`config.mk`:
```
export PLATFORM = sky130hd
export DESIGN_NAME = io_periph_bank_flat
export DESIGN_NICKNAME = d
export VERILOG_FILES = /design/src/rtl/io_periph_bank_if.sv /design/src/rtl/io_periph_bank.sv /design/src/flat_wrapper.sv
export SDC_FILE = /design/constraint.sdc
export NUM_CORES = 1
export LEC_CHECK = 0
export CAP_MARGIN = 20
export CORE_ASPECT_RATIO = 1.75
export CORE_MARGIN = 1
export CORE_UTILIZATION = 40
export CTS_CLUSTER_DIAMETER = 30
export DETAILED_ROUTE_END_ITERATION = 6
export GPL_ROUTABILITY_DRIVEN = 0
export SLEW_MARGIN = 20
export SYNTH_ARGS = -nofsm -noshare
export SYNTH_HDL_FRONTEND = slang
export SYNTH_SLANG_ARGS = --single-unit
```
`constraint.sdc`:
```
create_clock -name clk -period 18.9 [get_ports clk]
set_input_delay 5.67 -clock clk [delete_from_list [all_inputs] [get_ports clk]]
set_output_delay 5.67 -clock clk [all_outputs]
set_load 0.01 [all_outputs]
```
`src/rtl/io_periph_bank_if.sv`:
```
// ============================================================================
// Module      : io_periph_bank_if
// Description : Command/response bus between the CPU IO decode and the
//               peripheral register bank.
// Revision    : 1.0
// ============================================================================
`default_nettype none

interface io_periph_bank_if #(
    parameter int unsigned WL      = 32,
    parameter int unsigned ADDR_WL = 4
) ();
    logic                 cmd_valid;
    logic                 cmd_wr;
    logic [ADDR_WL-1:0]   cmd_addr;
    logic [WL-1:0]        cmd_wdata;
    logic [WL/8-1:0]      cmd_be;
    logic                 rsp_valid;
    logic [WL-1:0]        rsp_data;
    logic                 rsp_error;

    modport master (
        output cmd_valid, cmd_wr, cmd_addr, cmd_wdata, cmd_be,
        input  rsp_valid, rsp_data, rsp_error
    );

    modport slave (
        input  cmd_valid, cmd_wr, cmd_addr, cmd_wdata, cmd_be,
        output rsp_valid, rsp_data, rsp_error
    );
endinterface

`default_nettype wire

```
`src/rtl/io_periph_bank.sv`:
```
// ============================================================================
// Module      : io_periph_bank
// Description : Parametrised IO register bank: scratch, LEDs, switches,
//               sticky button events with IRQ, and per-channel RGB PWM.
// Revision    : 1.0
// ============================================================================
`default_nettype none

module io_periph_bank #(
    parameter int unsigned CLK_FREQ = 100000000,
    parameter int unsigned WL       = 32,
    parameter int unsigned ADDR_WL  = 4,
    parameter int unsigned LED_W    = 4,
    parameter int unsigned SW_W     = 4,
    parameter int unsigned BTN_W    = 4,
    parameter int unsigned RGB_CH   = 2,
    parameter int unsigned PWM_FREQ = 20000
) (
    input  wire logic                clk,
    input  wire logic                reset,
    io_periph_bank_if.slave          bus,
    input  wire logic [SW_W-1:0]     sw,
    input  wire logic [BTN_W-1:0]    btn,
    output logic      [LED_W-1:0]    leds,
    output logic      [3*RGB_CH-1:0] rgb,
    output logic                     irq
);

    localparam int unsigned C_PERIOD = CLK_FREQ / PWM_FREQ;
    localparam int unsigned C_PWM_WL = (C_PERIOD > 1) ? $clog2(C_PERIOD) : 1;

    localparam logic [ADDR_WL-1:0] C_ADDR_SCRATCH = ADDR_WL'(0);
    localparam logic [ADDR_WL-1:0] C_ADDR_LEDS    = ADDR_WL'(1);
    localparam logic [ADDR_WL-1:0] C_ADDR_SW      = ADDR_WL'(2);
    localparam logic [ADDR_WL-1:0] C_ADDR_BTNLVL  = ADDR_WL'(3);
    localparam logic [ADDR_WL-1:0] C_ADDR_BTNEVT  = ADDR_WL'(4);
    localparam logic [ADDR_WL-1:0] C_ADDR_IRQEN   = ADDR_WL'(5);
    localparam logic [C_PWM_WL-1:0] C_CNT_MAX     = C_PWM_WL'(C_PERIOD - 1);

    logic [WL-1:0]       w_bemask;
    logic                w_wr;
    logic                w_rd;
    logic [BTN_W-1:0]    w_btn_edge;
    logic [BTN_W-1:0]    w_evt_clr;
    logic                w_cnt_wrap;
    logic [RGB_CH-1:0]   w_pwm;
    logic [WL-1:0]       w_rdata;
    logic                w_rerr;

    logic [WL-1:0]       r_scratch;
    logic [LED_W-1:0]    r_leds;
    logic [SW_W-1:0]     r_sw_meta;
    logic [SW_W-1:0]     r_sw_sync;
    logic [BTN_W-1:0]    r_btn_q;
    logic                r_btn_armed;
    logic [BTN_W-1:0]    r_btn_evt;
    logic [BTN_W-1:0]    r_irq_en;
    logic                r_irq;
    logic [2:0]          r_color  [RGB_CH];
    logic [C_PWM_WL-1:0] r_dcycle [RGB_CH];
    logic [C_PWM_WL-1:0] r_duty   [RGB_CH];
    logic [C_PWM_WL-1:0] r_cnt;
    logic [3*RGB_CH-1:0] r_rgb;
    logic                r_rsp_valid;
    logic [WL-1:0]       r_rsp_data;
    logic                r_rsp_error;

    genvar gi;
    generate
        for (gi = 0; gi < int'(WL / 8); gi++) begin : g_be
            assign w_bemask[8*gi +: 8] = {8{bus.cmd_be[gi]}};
        end
    endgenerate

    assign w_wr = bus.cmd_valid & bus.cmd_wr;
    assign w_rd = bus.cmd_valid & ~bus.cmd_wr;

    // A button held high across reset release must not look like a fresh edge.
    assign w_btn_edge = btn & ~r_btn_q & {BTN_W{r_btn_armed}};
    assign w_evt_clr  = (w_wr && bus.cmd_addr == C_ADDR_BTNEVT)
                        ? (bus.cmd_wdata[BTN_W-1:0] & w_bemask[BTN_W-1:0])
                        : '0;
    assign w_cnt_wrap = (r_cnt == C_CNT_MAX);

    always_ff @(posedge clk or posedge reset) begin
        if (reset) begin
            r_scratch   <= '0;
            r_leds      <= '0;
            r_sw_meta   <= '0;
            r_sw_sync   <= '0;
            r_btn_q     <= '0;
            r_btn_armed <= 1'b0;
            r_btn_evt   <= '0;
            r_irq_en    <= '0;
            r_irq       <= 1'b0;
            for (int n = 0; n < int'(RGB_CH); n++) begin
                r_color[n]  <= '0;
                r_dcycle[n] <= '0;
            end
        end else begin
            r_sw_meta   <= sw;
            r_sw_sync   <= r_sw_meta;
            r_btn_q     <= btn;
            r_btn_armed <= 1'b1;
            // Set is applied after clear so a coincident edge wins.
            r_btn_evt   <= (r_btn_evt & ~w_evt_clr) | w_btn_edge;
            r_irq       <= |(r_btn_evt & r_irq_en);
            if (w_wr && bus.cmd_addr == C_ADDR_SCRATCH)
                r_scratch <= (r_scratch & ~w_bemask) | (bus.cmd_wdata & w_bemask);
            if (w_wr && bus.cmd_addr == C_ADDR_LEDS)
                r_leds <= (r_leds & ~w_bemask[LED_W-1:0])
                        | (bus.cmd_wdata[LED_W-1:0] & w_bemask[LED_W-1:0]);
            if (w_wr && bus.cmd_addr == C_ADDR_IRQEN)
                r_irq_en <= (r_irq_en & ~w_bemask[BTN_W-1:0])
                          | (bus.cmd_wdata[BTN_W-1:0] & w_bemask[BTN_W-1:0]);
            for (int n = 0; n < int'(RGB_CH); n++) begin
                if (w_wr && bus.cmd_addr == ADDR_WL'(8 + 2*n))
                    r_color[n] <= (r_color[n] & ~w_bemask[2:0])
                                | (bus.cmd_wdata[2:0] & w_bemask[2:0]);
                if (w_wr && bus.cmd_addr == ADDR_WL'(9 + 2*n))
                    r_dcycle[n] <= (r_dcycle[n] & ~w_bemask[C_PWM_WL-1:0])
                                 | (bus.cmd_wdata[C_PWM_WL-1:0] & w_bemask[C_PWM_WL-1:0]);
            end
        end
    end

    always_comb begin
        w_rdata = '0;
        w_rerr  = 1'b0;
        case (bus.cmd_addr)
            C_ADDR_SCRATCH: w_rdata = r_scratch;
            C_ADDR_LEDS:    w_rdata = WL'(r_leds);
            C_ADDR_SW:      w_rdata = WL'(r_sw_sync);
            C_ADDR_BTNLVL:  w_rdata = WL'(r_btn_q);
            C_ADDR_BTNEVT:  w_rdata = WL'(r_btn_evt);
            C_ADDR_IRQEN:   w_rdata = WL'(r_irq_en);
            default:        w_rerr  = 1'b1;
        endcase
        for (int n = 0; n < int'(RGB_CH); n++) begin
            if (bus.cmd_addr == ADDR_WL'(8 + 2*n)) begin
                w_rdata = WL'(r_color[n]);
                w_rerr  = 1'b0;
            end
            if (bus.cmd_addr == ADDR_WL'(9 + 2*n)) begin
                w_rdata = WL'(r_dcycle[n]);
                w_rerr  = 1'b0;
            end
        end
    end

    // Response fields are forced to zero whenever no response is presented.
    always_ff @(posedge clk or posedge reset) begin
        if (reset) begin
            r_rsp_valid <= 1'b0;
            r_rsp_data  <= '0;
            r_rsp_error <= 1'b0;
        end else begin
            r_rsp_valid <= w_rd;
            r_rsp_data  <= w_rd ? w_rdata : '0;
            r_rsp_error <= w_rd & w_rerr;
        end
    end

    generate
        for (gi = 0; gi < int'(RGB_CH); gi++) begin : g_pwm
            assign w_pwm[gi] = (r_cnt < r_duty[gi]);
        end
    endgenerate

    // Active duties only reload on the last count so periods are never torn.
    always_ff @(posedge clk or posedge reset) begin
        if (reset) begin
            r_cnt <= '0;
            r_rgb <= '0;
            for (int n = 0; n < int'(RGB_CH); n++)
                r_duty[n] <= '0;
        end else begin
            r_cnt <= w_cnt_wrap ? '0 : r_cnt + 1'b1;
            for (int n = 0; n < int'(RGB_CH); n++) begin
                if (w_cnt_wrap)
                    r_duty[n] <= r_dcycle[n];
                r_rgb[3*n +: 3] <= r_color[n] & {3{w_pwm[n]}};
            end
        end
    end

    assign leds          = r_leds;
    assign rgb           = r_rgb;
    assign irq           = r_irq;
    assign bus.rsp_valid = r_rsp_valid;
    assign bus.rsp_data  = r_rsp_data;
    assign bus.rsp_error = r_rsp_error;

endmodule

`default_nettype wire
```
`src/flat_wrapper.sv`:
```
// flat-port wrapper written by rule: the top's interface ports become plain ports
module io_periph_bank_flat 
#(
    parameter int unsigned CLK_FREQ = 100000000,
    parameter int unsigned WL       = 32,
    parameter int unsigned ADDR_WL  = 4,
    parameter int unsigned LED_W    = 4,
    parameter int unsigned SW_W     = 4,
    parameter int unsigned BTN_W    = 4,
    parameter int unsigned RGB_CH   = 2,
    parameter int unsigned PWM_FREQ = 20000
)
  (clk, reset, sw, btn, leds, rgb, irq, bus_cmd_valid, bus_cmd_wr, bus_cmd_addr, bus_cmd_wdata, bus_cmd_be, bus_rsp_valid, bus_rsp_data, bus_rsp_error);
  io_periph_bank_if #(.WL(WL), .ADDR_WL(ADDR_WL)) bus_i ();
  input  wire logic clk;
  input  wire logic reset;
  input  wire logic [SW_W-1:0] sw;
  input  wire logic [BTN_W-1:0] btn;
  output logic      [LED_W-1:0] leds;
  output logic      [3*RGB_CH-1:0] rgb;
  output logic irq;
  input wire logic [$bits(bus_i.cmd_valid)-1:0] bus_cmd_valid;
  input wire logic [$bits(bus_i.cmd_wr)-1:0] bus_cmd_wr;
  input wire logic [$bits(bus_i.cmd_addr)-1:0] bus_cmd_addr;
  input wire logic [$bits(bus_i.cmd_wdata)-1:0] bus_cmd_wdata;
  input wire logic [$bits(bus_i.cmd_be)-1:0] bus_cmd_be;
  output wire logic [$bits(bus_i.rsp_valid)-1:0] bus_rsp_valid;
  output wire logic [$bits(bus_i.rsp_data)-1:0] bus_rsp_data;
  output wire logic [$bits(bus_i.rsp_error)-1:0] bus_rsp_error;
  assign bus_i.cmd_valid = bus_cmd_valid;
  assign bus_i.cmd_wr = bus_cmd_wr;
  assign bus_i.cmd_addr = bus_cmd_addr;
  assign bus_i.cmd_wdata = bus_cmd_wdata;
  assign bus_i.cmd_be = bus_cmd_be;
  assign bus_rsp_valid = bus_i.rsp_valid;
  assign bus_rsp_data = bus_i.rsp_data;
  assign bus_rsp_error = bus_i.rsp_error;
  io_periph_bank #(.CLK_FREQ(CLK_FREQ), .WL(WL), .ADDR_WL(ADDR_WL), .LED_W(LED_W), .SW_W(SW_W), .BTN_W(BTN_W), .RGB_CH(RGB_CH), .PWM_FREQ(PWM_FREQ)) u_core (.clk(clk), .reset(reset), .bus(bus_i), .sw(sw), .btn(btn), .leds(leds), .rgb(rgb), .irq(irq));
endmodule
```
==> results.json, run 1 <==
{
  "status": "finished, final reports clean",
  "vias_per_cell": 5.42,
  "n_fill_cell": 1565,
  "rows": 64,
  "cts_setup_buffers": 0,
  "avgSynthCellArea_um2": 12.3,
  "initial_utilization_pct": 41.3,
  "relSlewSlack_pct": 25.2,
  "rsz0062_at_grt": "no",
  "powerDensity_nw_per_um2": 90.6,
  "mostFrequentLayoutCells": "dfrtp_1 (169), clkdlybuf4s50_1 (96), mux2_2 (70)",
  "cts-resized-gates": 0,
  "syn_area_um2": 7270,
  "drive_gt1_share_pct": 16.4,
  "critPathMaxFanout": 25,
  "period_minus_slack_ns": 8.08,
  "report.final.hold_viol_count": 0,
  "startpoint_type": "input pin",
  "yosysUniqueCellTypes": 54,
  "drc": 0,
  "numCtsBuffers": 17,
  "htreeDepth": 4,
  "worstHoldPathType": "reg2reg",
  "routed_wl_um": 17200,
  "area_growth_pct": 24.6,
  "p_leak_nw": 4.08,
  "crit_type": "in2reg",
  "vias": 5030,
  "die_w_um": 104,
  "die-area_um2": 18700,
  "peakVddDrop_mv": 0.0728,
  "cts_tree": "built",
  "grt_pass1_wl_um": 28200,
  "maxSlewViolCount": 0,
  "clockBufferDepth": 2,
  "grt_pass1_vias": 5424,
  "synth_nets": 667,
  "diodes": 0,
  "drv_cap": 0,
  "drtPass1Iterations": 6,
  "ys_warn_count": 0,
  "finalSetupTns_ns": 0,
  "tightest_slew_ns": 1.12,
  "grt_max_degree": 111,
  "synth_cells": 590,
  "wl_per_cell_um": 18.5,
  "initialDrtViolationCount": 268,
  "ctsRootBufferMaster": "clkbuf_16",
  "crit_required_ns": 19.20,
  "fin_crit_sh_pct": 42.8,
  "crit_start": "bus_cmd_addr[0]",
  "clkTransAtPathRegs_ns": 0.06,
  "core-area_um2": 17600,
  "ys_ff_latch": 169,
  "port_buffers": 96,
  "fp.dieH_um": 180,
  "grt_use_total_pct": 19.4,
  "r2r_start": "u_core.r_cnt[10]$_DFF_PP0_",
  "fin_skew_ns": 0.00912,
  "grt_remaining_overflow": 0,
  "cp-end-kind": "flip-flop",
  "antenna_left": 0,
  "layout_commonest_cell": "dfrtp_1",
  "cts_hold_buf": 0,
  "setup_viol": 0,
  "synthArstFlopShare_pct": 100,
  "hp-start": "u_core.r_sw_meta[0]$_DFF_PP0_",
  "seq_area_frac_synth_pct": 58.2,
  "clock_latency_ns": 0.42,
  "synthFlopType": "dfrtp_1",
  "arrival_ns": 8.38,
  "dp_hpwl_um": 12300,
  "ioPinCount": 97,
  "antenna_found_initial": 0,
  "final_nets": 761,
  "clkSinkCount": 169,
  "synth_edf_count": 0,
  "fmax_ghz": 0.124,
  "p_total_mw": 0.821
}
==> per-stage QoR <==
step / utilization [%] / cells / cell area (µm²) / hold slack [ns] / setup WS, ns
2_1_floorplan: - / 590 / 7270 / 0.331 / 8.65
3_3_place_gp: 48.0 / 896 / 8450 / 0.334 / 10.49
3_5_place_dp: 48.0 / 896 / 8450 / 0.338 / 10.37
4_1_cts: 51.4 / 928 / 9050 / 0.353 / 10.80
5_1_grt: 51.4 / 928 / 9060 / 0.363 / 10.68
6_report: 51.4 / 928 / 9060 / 0.348 / 10.82
==> worst paths after layout <==
check	endpoint	slack (ns)	cells after the start
setup reg to reg	u_core.rgb[3]$_DFF_PP0_	16.68	5
min in group asynchronous	async pin	5.82	2
max in group asynchronous	u_core.irq$_DFF_PP0_	11.75	3
hold / removal	u_core.r_sw_sync[0]$_DFF_PP0_	0.35	0
hold reg to reg	u_core.r_sw_sync[0]$_DFF_PP0_	0.35	0
setup / recovery	flip-flop	10.82	4
==> cell usage after synthesis (6+ instances only) <==
cell type / number / area share (%)
and3_1: 24 / 2.1
nand4b_1: 6 / 0.72
nand3_1: 19 / 1.3
mux2i_1: 10 / 1.4
mux2_2: 70 / 11
nor2_1: 20 / 1.0
nand2b_1: 8 / 0.69
a21o_1: 6 / 0.62
nand2_1: 44 / 2.3
a222oi_1: 9 / 1.2
ha_1: 25 / 4.3
o22ai_1: 7 / 0.60
dfrtp_1: 169 / 58
inv_1: 32 / 1.7
o211ai_1: 10 / 1.0
o21ai_0: 34 / 2.3
clkbuf_1: 15 / 0.77
==> per-layer routing <==
metal	wire length (µm)	vias up	GRT usage, %
li1	-	2325	-
met1	6430	2541	20.3
met2	9160	130	35.7
met3	793	34	4.48
met4	794	0	10.3
met5	0	-	0
==> logic make-up (layout without fill, tap and decap cells) <==
logic type	after synthesis	in the layout	synth area share [%]
multiplexers	84	84	12.8
adder cells (fa/ha/maj)	25	25	4.30
flip-flops	169	169	58.2
AND/OR/NAND/NOR	151	151	11.4
XOR/XNOR	9	9	1.08
buffers and inverters	55	162	2.94
AO/OA/AOI/OAI	96	96	9.18
other	1	1	0.0516
==> power breakdown <==
part	internal (mW)	leakage, nW	switching (mW)
Sequential	0.386	2.24	0.0180
Clock	0.210	0.285	0.143
Combinational	0.0351	1.55	0.0288
==> critical path: stages <==
cell and delay (ns):
clkdlybuf4s50_1 1.21, nand2b_1 0.42, nor3_2 0.66, mux2_2 0.41
==> cell type report <==
cell class	instances	area, µm²	share of cell area [%]
inverters	32	125	1.38
clock buffers	19	433	4.78
clock inverters	13	166	1.84
multi-input cells	366	2840	31.3
flip-flops and latches	169	4230	46.7
repair buffers	98	976	10.8
well taps	231	289	3.19
Note: power is estimated with default switching activity, not from simulation.
==> run 2: changes to the inputs <==
- clock period: 18.9 -> 6.7 ns (I/O delays scaled with it)
==> run 2 against run 1 <==
Clock power rose to 2.6 times the previous value. Setup slack got worse by 8.2 ns. Via count increased by 0.22%. Register-to-register slack worse by 12 ns. Critical path depth increased by 1. Clock skew increased by 0.0025 ns. First-iteration DRC count fell by 22%. Sequential power rose to 2.8 times the previous value. Worst hold slack improved by 0.0020 ns. Non-clock buffer count is 2 higher.
==> results.json, run 2 (synthesized netlist as in run 1, its figures left out) <==
{
  "rows": 64,
  "routed_wl_um": 17400,
  "drc": 0,
  "clkTransAtPathRegs_ns": 0.07,
  "drv_cap": 0,
  "r2r_setup_slack_ns": 4.43,
  "reg2reg_depth": 5,
  "p_leak_nw": 4.07,
  "grt_max_degree": 101,
  "rsz0062_at_grt": "no",
  "worstHoldPathType": "reg2reg",
  "final_nets": 763,
  "grt_pass1_wl_um": 27900,
  "initial_utilization_pct": 41.3,
  "drtPass1Iterations": 5,
  "fp.dieH_um": 180,
  "finalSetupTns_ns": 0,
  "die-area_um2": 18700,
  "htreeDepth": 4,
  "place_inst": 898,
  "cts-resized-gates": 0,
  "cts_tree": "built",
  "n_fill_cell": 1588,
  "arrival_ns": 4.42,
  "crit_type": "in2reg",
  "r2r-end": "u_core.rgb[4]$_DFF_PP0_",
  "relSlewSlack_pct": 34.9,
  "port_buffers": 96,
  "clock_latency_ns": 0.42,
  "clockBufferDepth": 2,
  "final_cell_count_no_fill": 930,
  "tightest_slew_ns": 0.966,
  "setup_viol": 0,
  "critPathMaxFanout": 30,
  "cp-end-kind": "flip-flop",
  "grt_remaining_overflow": 0,
  "crit_required_ns": 7.00,
  "status": "finished, final reports clean",
  "powerDensity_nw_per_um2": 248,
  "antenna_found_initial": 0,
  "regArea_um2": 4230,
  "maxSlewViolCount": 0,
  "fin_crit_sh_pct": 61.4,
  "layout_commonest_cell": "dfrtp_1",
  "period_minus_slack_ns": 4.12,
  "fmax_ghz": 0.243,
  "worstHoldPathCells": 0,
  "wl_per_cell_um": 18.7,
  "fin_skew_ns": 0.0117,
  "diodes": 0,
  "cts_setup_buffers": 0,
  "report.final.hold_viol_count": 0,
  "initialDrtViolationCount": 210,
  "antenna_left": 0,
  "crit_path_top_delay_cell": "clkdlybuf4s50_1",
  "clkSinkCount": 169,
  "hp-start": "u_core.r_sw_meta[0]$_DFF_PP0_",
  "crit_chain": "clkdlybuf4s50_1, nor4_2, buf_4, nand4_1, mux2_2",
  "core-area_um2": 17600,
  "grt_pass1_vias": 5244,
  "mostFrequentLayoutCells": "dfrtp_1 (169), clkdlybuf4s50_1 (95), mux2_2 (70)",
  "multi_input_area_um2": 2840,
  "dp_hpwl_um": 12600,
  "grt_use_total_pct": 19.3,
  "cts_hold_buf": 0,
  "ctsRootBufferMaster": "clkbuf_16",
  "ioPinCount": 97,
  "die_w_um": 104,
  "numCtsBuffers": 17,
  "r2r_start": "u_core.r_cnt[10]$_DFF_PP0_",
  "area_growth_pct": 24.1,
  "cp_slowest_stage_delay_ns": 0.77,
  "vias_per_cell": 5.42,
  "drive_gt1_share_pct": 16.7,
  "vias": 5041,
  "hold_end": "u_core.r_sw_sync[0]$_DFF_PP0_",
  "peakVddDrop_mv": 0.171,
  "startpoint_type": "input pin"
}
-- run 2: changes by cell type in the layout (fill, tap and decap cells not counted), sizes merged --
cell / before / now
clkdlybuf4s50: 96 / 95
clkinvlp: 3 / 1
buf: 2 / 5
clkinv: 2 / 6
bufinv: 3 / 0
inv: 37 / 38
-- run 2: layout make-up --
type | instances | share of cell area [%]
Sequential cell | 169 | 46.9
Multi-Input combinational cell | 366 | 31.4
Timing Repair Buffer | 100 | 10.9
Clock buffer | 19 | 4.91
Tap cell | 231 | 3.20
Inverter | 32 | 1.39
Clock inverter | 13 | 1.23
-- run 2: report_power, final --
group | switching (mW) | leakage (nW) | internal [mW]
logic | 0.0829 | 1.56 | 0.0990
clock network | 0.424 | 0.271 | 0.495
registers | 0.0513 | 2.24 | 1.09
total | 0.558 | 4.07 | 1.68
-- run 2: worst max path at each step --
| stage | depth (start not counted) | start | endpoint | slack, ns |
|---|---|---|---|---|
| CTS | 4 | bus_cmd_addr[0] | flip-flop | 2.29 |
| global placement | 4 | bus_cmd_addr[0] | flip-flop | 1.95 |
| finish | 5 | bus_cmd_addr[3] | flip-flop | 2.58 |
| detailed placement | 4 | bus_cmd_addr[0] | flip-flop | 1.85 |
| global route | 5 | bus_cmd_addr[3] | flip-flop | 2.37 |
| floorplan | 1 | reset | async pin | 0.11 |
-- run 2: routing by layer --
layer | share of wire [%] | vias to the layer above | global-route usage [%]
met4 | 3.3 | 0 | 8.91
met3 | 4.3 | 32 | 4.16
li1 | - | 2334 | -
met1 | 38 | 2550 | 21.1
met2 | 54 | 125 | 35.0
met5 | 0 | - | 0
-- run 2: critical path, delay by kind of cell --
kind,cells,cell delay (ns)
buf+inv,2,1.12
simple gates,2,0.83
mux,1,0.45
-- run 2: through the flow --
step	instance area [µm²]	total power [mW]	utilization (%)	hold slack, ns	setup WS (ns)
finish	9020	2.24	51.2	0.350	2.58
global route	9020	2.33	51.2	0.357	2.37
CTS	9020	2.27	51.2	0.353	2.29
detailed placement	8460	1.34	48.0	0.336	1.85
global placement	8460	1.33	48.0	0.334	1.95
floorplan	7270	1.25	-	0.331	0.115
